===== src/rtl/mem_arbiter.sv =====
// Two-port arbiter for the shared memory: grant in IDLE, MEM_LAT access cycles, one-cycle DONE.
// Latency MEM_LAT+1 from request to ready; a held request waits in IDLE until the FSM returns there.
module mem_arbiter #(
  parameter int AW       = 32,
  parameter int DW       = 32,
  parameter int MEM_LAT  = 1,
  parameter int PRIORITY = 0
) (
  input  logic          clk,
  input  logic          reset,
  input  logic          m0_req,
  input  logic          m0_we,
  input  logic [AW-1:0] m0_addr,
  input  logic [DW-1:0] m0_wdata,
  output logic          m0_ready,
  output logic [DW-1:0] m0_rdata,
  input  logic          m1_req,
  input  logic          m1_we,
  input  logic [AW-1:0] m1_addr,
  input  logic [DW-1:0] m1_wdata,
  output logic          m1_ready,
  output logic [DW-1:0] m1_rdata,
  output logic          mem_r,
  output logic          mem_w,
  output logic [AW-1:0] mem_addr,
  output logic [DW-1:0] mem_wdata,
  input  logic [DW-1:0] mem_rdata,
  output logic          busy,
  output logic          owner
);

  if (MEM_LAT < 1) begin : g_bad_lat
    $fatal(1, "mem_arbiter: MEM_LAT must be at least 1");
  end

  localparam int CW = (MEM_LAT > 1) ? $clog2(MEM_LAT) : 1;
  localparam logic [CW-1:0] CNT_INIT = CW'(MEM_LAT - 1);

  typedef enum logic [1:0] {
    S_IDLE   = 2'd0,
    S_ACCESS = 2'd1,
    S_DONE   = 2'd2
  } state_t;

  state_t          state_q, state_d;
  logic            last_grant_q;
  logic            owner_q;
  logic            we_q;
  logic [AW-1:0]   addr_q;
  logic [DW-1:0]   wdata_q;
  logic [DW-1:0]   rdata_q;
  logic [CW-1:0]   cnt_q;

  logic            any_req;
  logic            grant;

  assign any_req = m0_req | m1_req;

  // Round-robin favours the port that did not win last; fixed priority always favours port 0.
  always_comb begin
    grant = 1'b0;
    if (m0_req && m1_req) begin
      grant = (PRIORITY != 0) ? 1'b0 : ~last_grant_q;
    end else if (m1_req) begin
      grant = 1'b1;
    end
  end

  always_ff @(posedge clk or negedge reset) begin
    if (!reset) begin
      state_q <= S_IDLE;
    end else begin
      state_q <= state_d;
    end
  end

  always_comb begin
    state_d  = state_q;
    mem_r    = 1'b0;
    mem_w    = 1'b0;
    m0_ready = 1'b0;
    m1_ready = 1'b0;
    busy     = 1'b0;
    unique case (state_q)
      S_IDLE: begin
        if (any_req) begin
          state_d = S_ACCESS;
        end
      end
      S_ACCESS: begin
        busy  = 1'b1;
        mem_r = ~we_q;
        // Write strobe only on the first access cycle so the memory commits exactly once.
        mem_w = we_q && (cnt_q == CNT_INIT);
        if (cnt_q == '0) begin
          state_d = S_DONE;
        end
      end
      S_DONE: begin
        busy     = 1'b1;
        m0_ready = ~owner_q;
        m1_ready = owner_q;
        state_d  = S_IDLE;
      end
      default: begin
        state_d = S_IDLE;
      end
    endcase
  end

  always_ff @(posedge clk or negedge reset) begin
    if (!reset) begin
      last_grant_q <= 1'b1;
      owner_q      <= 1'b0;
      we_q         <= 1'b0;
      addr_q       <= '0;
      wdata_q      <= '0;
      rdata_q      <= '0;
      cnt_q        <= '0;
    end else begin
      unique case (state_q)
        S_IDLE: begin
          if (any_req) begin
            owner_q <= grant;
            we_q    <= grant ? m1_we    : m0_we;
            addr_q  <= grant ? m1_addr  : m0_addr;
            wdata_q <= grant ? m1_wdata : m0_wdata;
            cnt_q   <= CNT_INIT;
          end
        end
        S_ACCESS: begin
          if (cnt_q != '0) begin
            cnt_q <= cnt_q - 1'b1;
          end else if (!we_q) begin
            rdata_q <= mem_rdata;
          end
        end
        S_DONE: begin
          last_grant_q <= owner_q;
        end
        default: begin
        end
      endcase
    end
  end

  assign mem_addr  = addr_q;
  assign mem_wdata = wdata_q;
  assign m0_rdata  = rdata_q;
  assign m1_rdata  = rdata_q;
  assign owner     = owner_q;

endmodule

===== config.mk =====
export PLATFORM = sky130hd
export DESIGN_NAME = mem_arbiter
export DESIGN_NICKNAME = d
export VERILOG_FILES = /design/src/rtl/mem_arbiter.sv
export SDC_FILE = /design/constraint.sdc
export NUM_CORES = 1
export LEC_CHECK = 0
export BUFFER_PORTS_ARGS = -buffer_cell sky130_fd_sc_hd__buf_4
export CAP_MARGIN = 10
export CORE_AREA = 2 2 117 119
export DETAILED_ROUTE_END_ITERATION = 8
export DIE_AREA = 0 0 119 121
export GPL_TIMING_DRIVEN = 0
export HOLD_SLACK_MARGIN = 0.02
export PLACE_DENSITY = 0.81
export SLEW_MARGIN = 20
export SYNTH_ARGS = -nofsm -noshare
export SYNTH_HDL_FRONTEND = slang
export SYNTH_SLANG_ARGS = --single-unit

===== constraint.sdc =====
create_clock -name clk -period 2.9 [get_ports clk]
set_clock_uncertainty 0.2 [all_clocks]
set_input_delay 0.29 -clock clk [delete_from_list [all_inputs] [get_ports clk]]
set_output_delay 0.29 -clock clk [all_outputs]
set_load 0.05 [all_outputs]

# Word level (Yosys, flattened, before mapping)

Index checks and enable logic that the tools add are counted.

Bitwise operators: 5
$add $sub $neg: 1
Eq/ne operators: 4
Reductions and logical operators: 9
Muxes and demuxes: 16

Operators with widths:

| operator                                                              | count |
|---|---|
| 32-bit two-way mux                                                    | 2 |
| 1-bit two-way mux                                                     | 10 |
| 2-bit AND reduction                                                   | 3 |
| 2-bit two-way mux                                                     | 2 |
| 2-bit inequality test, second input constant                          | 2 |
| 1-bit NOT                                                             | 4 |
| 2-bit case mux with 2 select lines                                    | 1 |
| 3-bit AND reduction                                                   | 1 |
| 2-bit by 1-bit equality test with 1-bit output, second input constant | 1 |
| 2-bit equality test, second input constant                            | 1 |
| 1-bit logical AND                                                     | 2 |
| 2-bit logical NOT                                                     | 1 |
| 1-bit case mux with 2 select lines                                    | 1 |
| 2-bit nonzero test                                                    | 1 |
| 2-bit OR reduction                                                    | 1 |
| 1-bit bitwise OR                                                      | 1 |
| 1-bit subtractor, second input constant                               | 1 |

Word-level logic and storage cells: 43
Register bits after elaboration: 102
Output and inout port bits: 134
Input bits: 166

# Logic depth before layout (Yosys ltp)

Gate-level depths: netlist of run 1.

Depth in word-level cells: 3
Depth in mapped cells: 7
Gate-level depth less buffers: 5

# Worst setup path after synthesis of run 1

OpenSTA, ideal clock, no wires.

Kind: reg-to-reg
From: reg state_q[1]
To: reg rdata_q[22] (netlist: m0_rdata[22])
Path buffers: 2
Clock period less this slack: 1.888 ns
Cell stages (with the launch flop): 7
Data required time: 2.573 ns
Library setup time: 0.127 ns
Data arrival time: 1.561 ns
Path slack: 1.012 ns
Path through: dfrtp_1 -> inv_1 -> ha_1 -> nor2b_1 -> buf_2 -> buf_2 -> mux2_1

Word-level cells in the longest chain between the ends: 2

RTL lines:

| what                                           | line | source |
|---|---|---|
| start, declared                                | 45   | `state_t state_q, state_d;` |
| start signal, assigned                         | 73   | `state_q <= state_d;` |
| 2-bit by 1-bit equality test with 1-bit output | 121  | `unique case (state_q)` |
| 3-bit AND reduction (no source line)           | --   |  |
| end signal, assigned                           | 135  | `rdata_q <= mem_rdata;` |
| end, declared                                  | 51   | `logic [DW-1:0] rdata_q;` |

Every way passes these cells.
A chain may end at the register's enable or synchronous reset.

# Worst setup path after layout of run 1

From: reg state_q[0]
To: reg we_q

Word-level cells in the longest chain between the ends: 2

RTL lines:

| what                                 | line | source |
|---|---|---|
| 2-bit logical NOT                    | 121  |  |
| 2-bit AND reduction (no source line) | --   |  |
| end signal, assigned                 | 125  | `we_q <= grant ? m1_we : m0_we;` |
| end, declared                        | 48   | `logic we_q;` |

Every way passes these cells.

==> impl_metrics.py, run 1 <==
metrics = {
    "drt": {
        "drt-wirelength-per-cell_um": 17.0,
        "vias": 5259,
        "detail_route.wirelength_um": 18600,
        "drt_first_iter_violations": 287,
        "antenna_violating_nets_post_route": 0,
        "vias_per_cell": 4.82,
        "first_pass_iters": 4,
        "drt_drc_violations_left": 0,
    },
    "layout": {
        "finalCoreUtilization_pct": 68.1,
        "layout-drive-gt1-share_pct": 48.3,
        "commonest_non_fill_non_tap_cells_in_the_layout": "sky130_fd_sc_hd__buf_4 (337), sky130_fd_sc_hd__dlygate4sd3_1 (123), sky130_fd_sc_hd__dfrtp_1 (100)",
        "final_net_count": 1080,
        "most_common_cell_after_layout_fill_and_taps_aside": "sky130_fd_sc_hd__buf_4",
        "antennaDiodeCount": 0,
        "layoutNonFillerInstCount": 1091,
        "syn_to_final_growth_pct": 82.2,
    },
    "synth": {
        "post_synth_inst_count": 477,
        "synth.top_cells.by_area": "sky130_fd_sc_hd__dfrtp_1 (51%), sky130_fd_sc_hd__a21oi_2 (11%), sky130_fd_sc_hd__a21oi_1 (7.2%), sky130_fd_sc_hd__mux2_1 (6.9%), sky130_fd_sc_hd__buf_4 (6.0%)",
        "syn-mean-instance-area_sq_um": 10.2,
        "synthesis.nets": 647,
        "synth.cell_area_sq_mm": 0.00489,
        "synth_cell_types": 24,
        "synth_area_leader_cell": "sky130_fd_sc_hd__dfrtp_1",
        "area_share_of_the_largest_cell_type_after_synthesis_pct": 51.2,
        "ys_warn_count": 0,
        "ys_ff_latch": 101,
        "synth-seq-area-share_pct": 51.7,
    },
    "critical_path": {
        "setup.worst_path.class": "reg -> reg",
        "worst-path-max-fanout": 10,
        "start_kind": "register",
        "worstPathRequired_ns": 2.98,
        "crit_arrival_ns": 2.60,
        "setup.worst_path.end_class": "register",
    },
    "clock_tree": {
        "cts_buffer_depth": 2,
        "ctsResizeCount": 0,
        "cts.sinks": 101,
        "root_buffer": "sky130_fd_sc_hd__clkbuf_16",
        "post-cts-setup-buffer-count": 0,
        "cts.hold.buffers_added": 123,
        "tritoncts": "yes",
        "cts_max_level": 3,
        "worst_setup_hold_path_clk_slew_ns": 0.07,
        "worstSkewPairLatency_ns": 0.34,
        "cts_inserted_buffers": 9,
    },
    "timing": {
        "setup_total_negative_slack_ns": 0,
        "timing_worst_slew_pin_value_ns": 0.943,
        "max_freq_ghz": 0.397,
        "unrepaired_setup_endpoints_after_global_routing": "false",
        "hold_viol_final": 0,
        "report.final.setup_viol": 0,
        "slew_limit_headroom_pct": 37.1,
        "slew_viol_final": 0,
        "timing.final.crit_share_pct": 86.9,
        "minimum_clock_period_after_layout_ns": 2.52,
    },
    "power_and_ir_drop": {
        "peakVddDrop_v": 0.000743,
        "fin_total_pwr_mw": 12.0,
        "static-leakage-power_nw": 4.24,
        "power_density_mw_per_mm2": 1350,
    },
    "placed_design": {
        "number_of_input_and_output_port_buffers_inserted": 299,
        "detailed_place_hpwl_um": 11400,
        "gpl.final_weighted_congestion": 0.819,
        "inst_count_dp": 952,
    },
    "floorplanning": {
        "die_h_um": 121,
        "die_area_sq_mm": 0.0144,
        "fp.coreArea_sq_mm": 0.0131,
        "initial_utilization_pct": 37.4,
        "io-pin-count": 300,
        "row_count": 42,
        "die_w_um": 119,
    },
    "hold_path": {
        "timing.hold.worst.class": "in -> reg",
    },
    "global_route": {
        "gr-total-overflow": 0,
        "grt_antenna_before_repair": 0,
        "grt_max_degree": 102,
        "vias_in_the_first_global_route": 5553,
        "gr-usage-all-layers_pct": 25.2,
        "grt_pass1_wl_um": 28200,
    },
    "job": {
        "maxCapViolCount": 0,
    },
    "outcome": {
        "run_status": "finished clean",
    },
}
-- stage by stage --
step / setup WS, ns / instance area (sq um) / hold slack (ns)
final: 0.379 / 8900 / 0.0335
after floorplan: 1.01 / 4890 / -0.206
after global routing: 0.269 / 8900 / 0.0411
after global placement: 0.939 / 7350 / 0.297
after CTS: 0.399 / 8900 / 0.0201
after detailed placement: 0.922 / 7360 / 0.274
-- power by group --
group          switching [mW]  internal [mW]  leakage (nW)  total, mW
registers               0.507           2.14          1.15       2.65
clock network           0.550          0.756         0.145       1.31
logic                    5.26           2.80          2.95       8.06
total                    6.32           5.70          4.24       12.0
-- flip-flops by register name, summed over array words and instances, names as in the netlist --
register,count
we_q,1
state_q,2
m0_rdata,32
mem_wdata,32
mem_addr,32
last_grant_q,1
owner,1
-- cell type report --
cell class | instances | area, sq um
multi-input cells | 310 | 1880
fillers | 952 | 4180
repair buffers | 422 | 3480
flip-flops and latches | 101 | 2530
clock inverters | 6 | 87.6
plain buffers | 64 | 469
clock buffers | 10 | 229
well taps | 176 | 220
inverters | 2 | 7.51
-- worst max-delay path, cell delays in order, from the launching register on --
cell                            delay (ns)
sky130_fd_sc_hd__dfrtp_1              0.41
sky130_fd_sc_hd__inv_1                0.11
sky130_fd_sc_hd__ha_1                 0.26
sky130_fd_sc_hd__o21a_1               0.16
sky130_fd_sc_hd__buf_2                0.25
sky130_fd_sc_hd__buf_2                0.31
sky130_fd_sc_hd__nor2_1               0.08
sky130_fd_sc_hd__a21oi_2              0.11
sky130_fd_sc_hd__dlygate4sd3_1        0.57
-- final timing paths --
path                              startpoint             to  slack, ns  cells past startpoint
worst min register to register  m0_rdata[29]   m0_rdata[29]       0.32                      1
worst max register to register    state_q[0]           we_q       0.38                      8
worst min-delay path            m1_wdata[20]  mem_wdata[20]       0.03                      3
min in group asynchronous              reset    mem_addr[0]       0.45                      2
worst max-delay path              state_q[0]           we_q       0.38                      8
max in group asynchronous              reset    m0_rdata[2]       1.44                      2
-- Yosys cell counts, drive strengths merged --
library cell,number
buf,60
ha,4
o21ai,1
nand2,66
a22o,1
a21oi,130
dfstp,1
and2,2
a21bo,1
mux2,34
inv,2
nor2,66
a21boi,2
nor2b,2
clkbuf,4
o21a,1
dfrtp,100
-- routing by layer --
layer  track usage (%)  wire (um)  vias to the layer above
met5                 0          0                        -
met4              10.9        508                        0
met3              5.55       1190                       39
met2              47.1       9820                      240
met1              27.4       7040                     2551
li1                  -          -                     2429
-- kinds of logic after synthesis --
family                   synth area share (%)
AO/OA/AOI/OAI                            19.0
adder cells (fa/ha/maj)                  1.02
AND/OR/NAND/NOR                          10.6
multiplexers                             7.83
flip-flops                               51.7
buffers and inverters                    9.75
No activity file was read; power rests on OpenSTA's default activity.
==> run 2: changes to the inputs <==
- CORE_AREA: 2 2 117 119 -> unset
- CORE_ASPECT_RATIO: unset -> 0.5
- CORE_UTILIZATION: unset -> 40
- DIE_AREA: 0 0 119 121 -> unset
- GPL_ROUTABILITY_DRIVEN: unset -> 0
- PLACE_DENSITY: 0.81 -> 0.85
==> run 2 against run 1 <==
Effect of this change:
- sequential share of layout area up 1.1 points
- cell count down 3.8%
- global-route usage up 1.9 points
- core utilization up 4.1 points
- via count down 4.3%
- largest cell class unchanged
- highest routed layer unchanged
==> impl_metrics.py, run 2 (synthesized netlist as in run 1, its figures left out) <==
metrics = {
    "timing": {
        "minimum_clock_period_after_layout_ns": 2.33,
        "slew_limit_headroom_pct": 38.1,
        "timing.final.crit_share_pct": 80.3,
        "unrepaired_setup_endpoints_after_global_routing": "false",
        "slew_viol_final": 0,
        "timing_worst_slew_pin_value_ns": 0.928,
        "max_freq_ghz": 0.429,
        "setup_total_negative_slack_ns": 0,
        "report.final.setup_viol": 0,
        "hold_viol_final": 0,
        "setup_ws_ns": 0.571,
        "fin_worst_hold_slack_ns": 0.0247,
    },
    "power_and_ir_drop": {
        "power.internal_mw": 5.37,
        "clockPowerShare_pct": 10.6,
        "peakVddDrop_v": 0.000875,
        "power_density_mw_per_mm2": 1350,
        "p_seq_share_pct": 22.9,
        "power.share.switching_pct": 53.5,
        "combinational_group_share_of_total_power_pct": 66.5,
        "static-leakage-power_nw": 4.13,
        "netSwitchingPower_mw": 6.18,
    },
    "layout": {
        "commonest_non_fill_non_tap_cells_in_the_layout": "sky130_fd_sc_hd__buf_4 (337), sky130_fd_sc_hd__dfrtp_1 (100), sky130_fd_sc_hd__dlygate4sd3_1 (93)",
        "final_area_sq_mm": 0.00857,
        "layout-drive-gt1-share_pct": 50.0,
        "number_of_inserted_filler_cells_in_the_final_layout": 829,
        "syn_to_final_growth_pct": 75.4,
        "finalCoreUtilization_pct": 72.2,
        "final_net_count": 1050,
        "antennaDiodeCount": 0,
        "most_common_cell_after_layout_fill_and_taps_aside": "sky130_fd_sc_hd__buf_4",
    },
    "hold_path": {
        "min_to": "mem_wdata[6]",
        "timing.hold.worst.class": "in -> reg",
        "hold_path.startpoint": "m1_wdata[6]",
        "min_path_cells": 3,
    },
    "global_route": {
        "gr-total-overflow": 0,
        "gr-usage-all-layers_pct": 27.2,
        "grt_pass1_wl_um": 26200,
        "grt_antenna_before_repair": 0,
        "vias_in_the_first_global_route": 5175,
        "grt_max_degree": 102,
    },
    "floorplanning": {
        "row_count": 28,
        "die_w_um": 158,
        "io-pin-count": 300,
        "die_area_sq_mm": 0.0127,
        "die_h_um": 80.2,
        "initial_utilization_pct": 41.2,
        "fp.coreArea_sq_mm": 0.0119,
    },
    "critical_path": {
        "setup.worst_path.class": "reg -> out",
        "regToRegEndpoint": "mem_addr[29]",
        "setup.worst_path.end_class": "primary output",
        "crit_arrival_ns": 1.84,
        "worst-path-max-fanout": 10,
        "worst-r2r-setup-slack_ns": 0.88,
        "start_kind": "register",
        "r2r_start": "state_q[1]",
        "rr_worst_depth": 7,
        "worstPathRequired_ns": 2.41,
    },
    "drt": {
        "drt_first_iter_violations": 340,
        "vias_per_cell": 4.80,
        "drt-wirelength-per-cell_um": 16.4,
        "vias": 5034,
        "first_pass_iters": 4,
        "drt_drc_violations_left": 0,
        "detail_route.wirelength_um": 17200,
        "antenna_violating_nets_post_route": 0,
    },
    "placed_design": {
        "detailed_place_hpwl_um": 11600,
        "postPlaceCellArea_sq_mm": 0.00734,
        "number_of_input_and_output_port_buffers_inserted": 299,
        "setup_slack_after_placement_ns": 0.916,
    },
    "clock_tree": {
        "cts_inserted_buffers": 9,
        "worstSkewPairLatency_ns": 0.33,
        "root_buffer": "sky130_fd_sc_hd__clkbuf_16",
        "cts.sinks": 101,
        "tritoncts": "yes",
        "cts_max_level": 3,
        "post-cts-setup-buffer-count": 0,
        "worst_setup_hold_path_clk_slew_ns": 0.07,
        "cts_buffer_depth": 2,
    },
    "job": {
        "maxCapViolCount": 0,
    },
    "outcome": {
        "run_status": "finished clean",
    },
}
run 2: changes by cell type in the layout (fill, tap and decap cells not counted), sizes merged:
cell         previous run  this run
clkbuf                 14        15
clkinv                  1         2
clkinvlp                3         1
dlygate4sd3           123        93
bufinv                  2         1
run 2: worst max-delay path by stage:
| stage | startpoint | end | slack, ns | depth (start not counted) |
|---|---|---|---|---|
| 2_1_floorplan | state_q[1] | m0_rdata[22] | 1.01 | 6 |
| 3_3_place_gp | state_q[1] | mem_r | 0.97 | 6 |
| 3_5_place_dp | state_q[1] | mem_r | 0.92 | 6 |
| 4_1_cts | state_q[1] | mem_r | 0.56 | 6 |
| 5_1_grt | state_q[1] | mem_r | 0.41 | 6 |
| 6_report | state_q[1] | mem_r | 0.57 | 6 |
run 2: power by group through the flow:
stage	combinational, mW	clock [mW]	sequential [mW]
CTS	7.64	1.24	2.62
detailed placement	7.53	0	2.64
global placement	7.41	0	2.59
global route	8.04	1.30	2.73
floorplan	2.91	0	4.96
finish	7.68	1.22	2.64
run 2: metrics by stage:
step | std cells | total power, mW
6_report | 1049 | 11.5
3_3_place_gp | 941 | 10.0
4_1_cts | 1049 | 11.5
3_5_place_dp | 941 | 10.2
2_1_floorplan | 477 | 7.87
5_1_grt | 1049 | 12.1
run 2: repair_timing:
item / 4_1_cts / 5_1_grt
resized for setup: 0 / 0
hold buffers: 93 / 0
endpoints found under the hold margin: 192 / 0
run 2: final cells by class:
class                   instances  area [sq um]  share of cell area, %
repair buffers                392          3180                   37.1
inverters                       2          7.51                 0.0876
plain buffers                  64           469                   5.47
well taps                     165           206                   2.41
multi-input cells             310          1880                   22.0
clock inverters                 4          47.5                  0.555
clock buffers                  11           253                   2.95
flip-flops and latches        101          2530                   29.5
run 2: critical path, cell delays in order, from the launching register on:
cell	delay, ns
sky130_fd_sc_hd__dfrtp_1	0.40
sky130_fd_sc_hd__inv_1	0.11
sky130_fd_sc_hd__ha_1	0.16
sky130_fd_sc_hd__nor2b_1	0.11
sky130_fd_sc_hd__buf_2	0.17
sky130_fd_sc_hd__buf_2	0.29
sky130_fd_sc_hd__buf_4	0.26
run 2: per-layer routing:
layer | up-vias | GRT usage (%) | wire length, um
met5 | - | 0 | 0
met4 | 0 | 13.1 | 673
met3 | 59 | 5.61 | 913
met2 | 216 | 49.8 | 9300
met1 | 2400 | 30.4 | 6340
li1 | 2359 | - | -
==> run 3: changes to the inputs <==
- ABC_AREA: unset -> 1
- PLACE_DENSITY: 0.85 -> 0.83
- clock period: 2.9 -> 2.4 ns (I/O delays scaled with it)
==> run 3 against run 2 <==
Effect of this change:
- the run now ends with design-rule violations left
- cell count up 27%
- combinational power up 17%
- register-to-register slack worse by 0.74 ns
- sequential cell count unchanged
- sequential power up 20%
- clock-buffer cell count down 1
- die area up 9.9%
- first-iteration DRC count up 18%
- hold slack better by 0.0093 ns
- critical path depth up 3
- wire length up 8.8%
- highest routed layer unchanged
==> impl_metrics.py, run 3 <==
metrics = {
    "clock_tree": {
        "tritoncts": "yes",
        "cts_buffer_depth": 2,
        "cts_inserted_buffers": 9,
        "cts_max_level": 3,
        "worst_setup_hold_path_clk_slew_ns": 0.07,
        "cts.sinks": 101,
        "worstSkewPairLatency_ns": 0.34,
        "root_buffer": "sky130_fd_sc_hd__clkbuf_16",
    },
    "synth": {
        "dominantRegCellSynth": "sky130_fd_sc_hd__dfrtp_1",
        "synth.cell_area_sq_mm": 0.00538,
        "synth-edff-count": 0,
        "area_share_of_the_largest_cell_type_after_synthesis_pct": 46.5,
        "post_synth_inst_count": 756,
        "synth-seq-area-share_pct": 47.0,
        "ys_ff_latch": 101,
        "ys_warn_count": 0,
        "synth_async_sr_flop_share_pct": 100,
        "synth_cell_types": 15,
        "yosysMostFrequentCell": "sky130_fd_sc_hd__nand2_1",
        "synth.top_cells.by_area": "sky130_fd_sc_hd__dfrtp_1 (46%), sky130_fd_sc_hd__nand2_1 (21%), sky130_fd_sc_hd__nand3_1 (12%), sky130_fd_sc_hd__inv_1 (9.6%), sky130_fd_sc_hd__buf_4 (6.0%)",
        "synth_area_leader_cell": "sky130_fd_sc_hd__dfrtp_1",
        "synthesis.nets": 926,
        "syn-mean-instance-area_sq_um": 7.12,
        "synth_common_cells": "sky130_fd_sc_hd__nand2_1 (301), sky130_fd_sc_hd__inv_1 (137), sky130_fd_sc_hd__nand3_1 (131)",
    },
    "critical_path": {
        "setup.worst_path.class": "in -> reg",
        "regToRegEndpoint": "mem_wdata[4]",
        "r2r_start": "last_grant_q",
        "rr_worst_depth": 8,
        "start_kind": "primary input",
        "worstPathRequired_ns": 2.43,
        "setup.worst_path.end_class": "register",
        "crit_arrival_ns": 2.31,
        "worst-path-max-fanout": 10,
        "worst-r2r-setup-slack_ns": 0.14,
    },
    "placed_design": {
        "detailed_place_hpwl_um": 12700,
        "postPlaceCellArea_sq_mm": 0.00784,
        "setup_slack_after_placement_ns": 0.203,
        "number_of_input_and_output_port_buffers_inserted": 299,
        "inst_count_dp": 1225,
    },
    "job": {
        "maxCapViolCount": 0,
    },
    "power_and_ir_drop": {
        "power.share.switching_pct": 54.2,
        "static-leakage-power_nw": 5.45,
        "peakVddDrop_v": 0.000764,
        "power.internal_mw": 6.25,
        "power_density_mw_per_mm2": 1490,
        "clockPowerShare_pct": 11.0,
        "netSwitchingPower_mw": 7.41,
        "p_seq_share_pct": 23.2,
        "combinational_group_share_of_total_power_pct": 65.9,
        "fin_total_pwr_mw": 13.7,
    },
    "floorplanning": {
        "row_count": 29,
        "die_h_um": 84.0,
        "die_area_sq_mm": 0.0140,
        "die_w_um": 166,
        "fp.coreArea_sq_mm": 0.0129,
        "initial_utilization_pct": 41.8,
        "io-pin-count": 300,
    },
    "drt": {
        "vias_per_cell": 4.72,
        "detail_route.wirelength_um": 18700,
        "first_pass_iters": 8,
        "drt_drc_violations_left": 15,
        "drt-wirelength-per-cell_um": 14.0,
        "drt_first_iter_violations": 401,
        "antenna_violating_nets_post_route": 0,
        "vias": 6305,
    },
    "global_route": {
        "gr-total-overflow": 0,
        "vias_in_the_first_global_route": 6383,
        "grt_max_degree": 102,
        "grt_pass1_wl_um": 29800,
        "grt_antenna_before_repair": 0,
        "gr-usage-all-layers_pct": 26.7,
    },
    "hold_path": {
        "timing.hold.worst.class": "in -> reg",
        "min_to": "mem_addr[8]",
        "min_path_cells": 5,
        "hold_path.startpoint": "m1_addr[8]",
    },
    "timing": {
        "slew_limit_headroom_pct": 39.8,
        "report.final.setup_viol": 0,
        "timing_worst_slew_pin_value_ns": 0.903,
        "setup_ws_ns": 0.123,
        "timing.final.crit_share_pct": 94.9,
        "minimum_clock_period_after_layout_ns": 2.28,
        "fin_worst_hold_slack_ns": 0.0340,
        "hold_viol_final": 0,
        "slew_viol_final": 0,
        "setup_total_negative_slack_ns": 0,
        "max_freq_ghz": 0.439,
    },
    "layout": {
        "layoutNonFillerInstCount": 1337,
        "commonest_non_fill_non_tap_cells_in_the_layout": "sky130_fd_sc_hd__buf_4 (341), sky130_fd_sc_hd__nand2_1 (301), sky130_fd_sc_hd__inv_1 (137)",
        "antennaDiodeCount": 0,
        "final_net_count": 1332,
        "most_common_cell_after_layout_fill_and_taps_aside": "sky130_fd_sc_hd__buf_4",
        "syn_to_final_growth_pct": 69.9,
        "finalCoreUtilization_pct": 71.0,
        "number_of_inserted_filler_cells_in_the_final_layout": 991,
        "layout-drive-gt1-share_pct": 33.0,
        "final_area_sq_mm": 0.00915,
    },
    "outcome": {
        "violations": "design-rule violations",
        "run_status": "complete, but fails checks",
    },
}
[run 3: worst max path at each step]
| stage | depth (start not counted) | slack, ns | startpoint | endpoint |
|---|---|---|---|---|
| after floorplan | 7 | 0.57 | state_q[1] | mem_r |
| after global placement | 8 | 0.20 | state_q[1] | mem_r |
| after detailed placement | 8 | 0.20 | state_q[1] | mem_r |
| after CTS | 9 | 0.05 | state_q[1] | mem_addr[25] |
| after global routing | 8 | -0.0009 | last_grant_q | mem_addr[25] |
| final | 9 | 0.12 | m0_req | mem_addr[25] |
[run 3: per-layer routing]
metal  routed length, um  up-vias  GRT usage [%]
li1                    -     3028              -
met1                7130     2922           28.9
met2                9670      274           49.4
met3                1010       81           5.17
met4                 939        0           15.4
met5                   0        -              0
[run 3: power groups by stage]
stage / registers, mW / logic [mW] / clock network [mW]
after floorplan: 5.90 / 3.25 / 0
after global placement: 3.13 / 8.61 / 0
after detailed placement: 3.16 / 8.76 / 0
after CTS: 3.14 / 8.95 / 1.54
after global routing: 3.26 / 9.46 / 1.61
final: 3.16 / 9.00 / 1.50
[run 3: cell families (layout without fill, tap and decap cells)]
logic type,count (synthesis),in the layout,synth area share [%]
buf+inv,213,624,18.4
flops,101,101,47.0
compound gates,2,2,0.186
fa+ha+maj,4,4,0.930
simple gates,436,436,33.5
[run 3: final cells by class]
cell class | instances | area (sq um) | area share, %
Timing Repair Buffer | 397 | 3230 | 35.3
Sequential cell | 101 | 2530 | 27.6
Multi-Input combinational cell | 442 | 1870 | 20.5
Inverter | 139 | 524 | 5.73
Buffer | 72 | 473 | 5.17
Clock buffer | 10 | 239 | 2.61
Tap cell | 170 | 213 | 2.33
Clock inverter | 6 | 68.8 | 0.752
[run 3: timing repair]
action	in CTS	in global routing
setup buffers	1	0
hold buffers	97	0
gates cloned	0	0
setup endpoints to repair	1	4
resized for setup	1	8
hold endpoints to repair	191	0
[run 3: worst max-delay path, stage by stage]
cell and delay [ns]:
sky130_fd_sc_hd__dlygate4sd3_1 0.54, sky130_fd_sc_hd__buf_4 0.14, sky130_fd_sc_hd__nand2_1 0.12, sky130_fd_sc_hd__clkbuf_4 0.24
sky130_fd_sc_hd__buf_2 0.25, sky130_fd_sc_hd__nand3_1 0.09, sky130_fd_sc_hd__nand3_1 0.09, sky130_fd_sc_hd__dlygate4sd3_1 0.55
sky130_fd_sc_hd__nand2_1 0.04
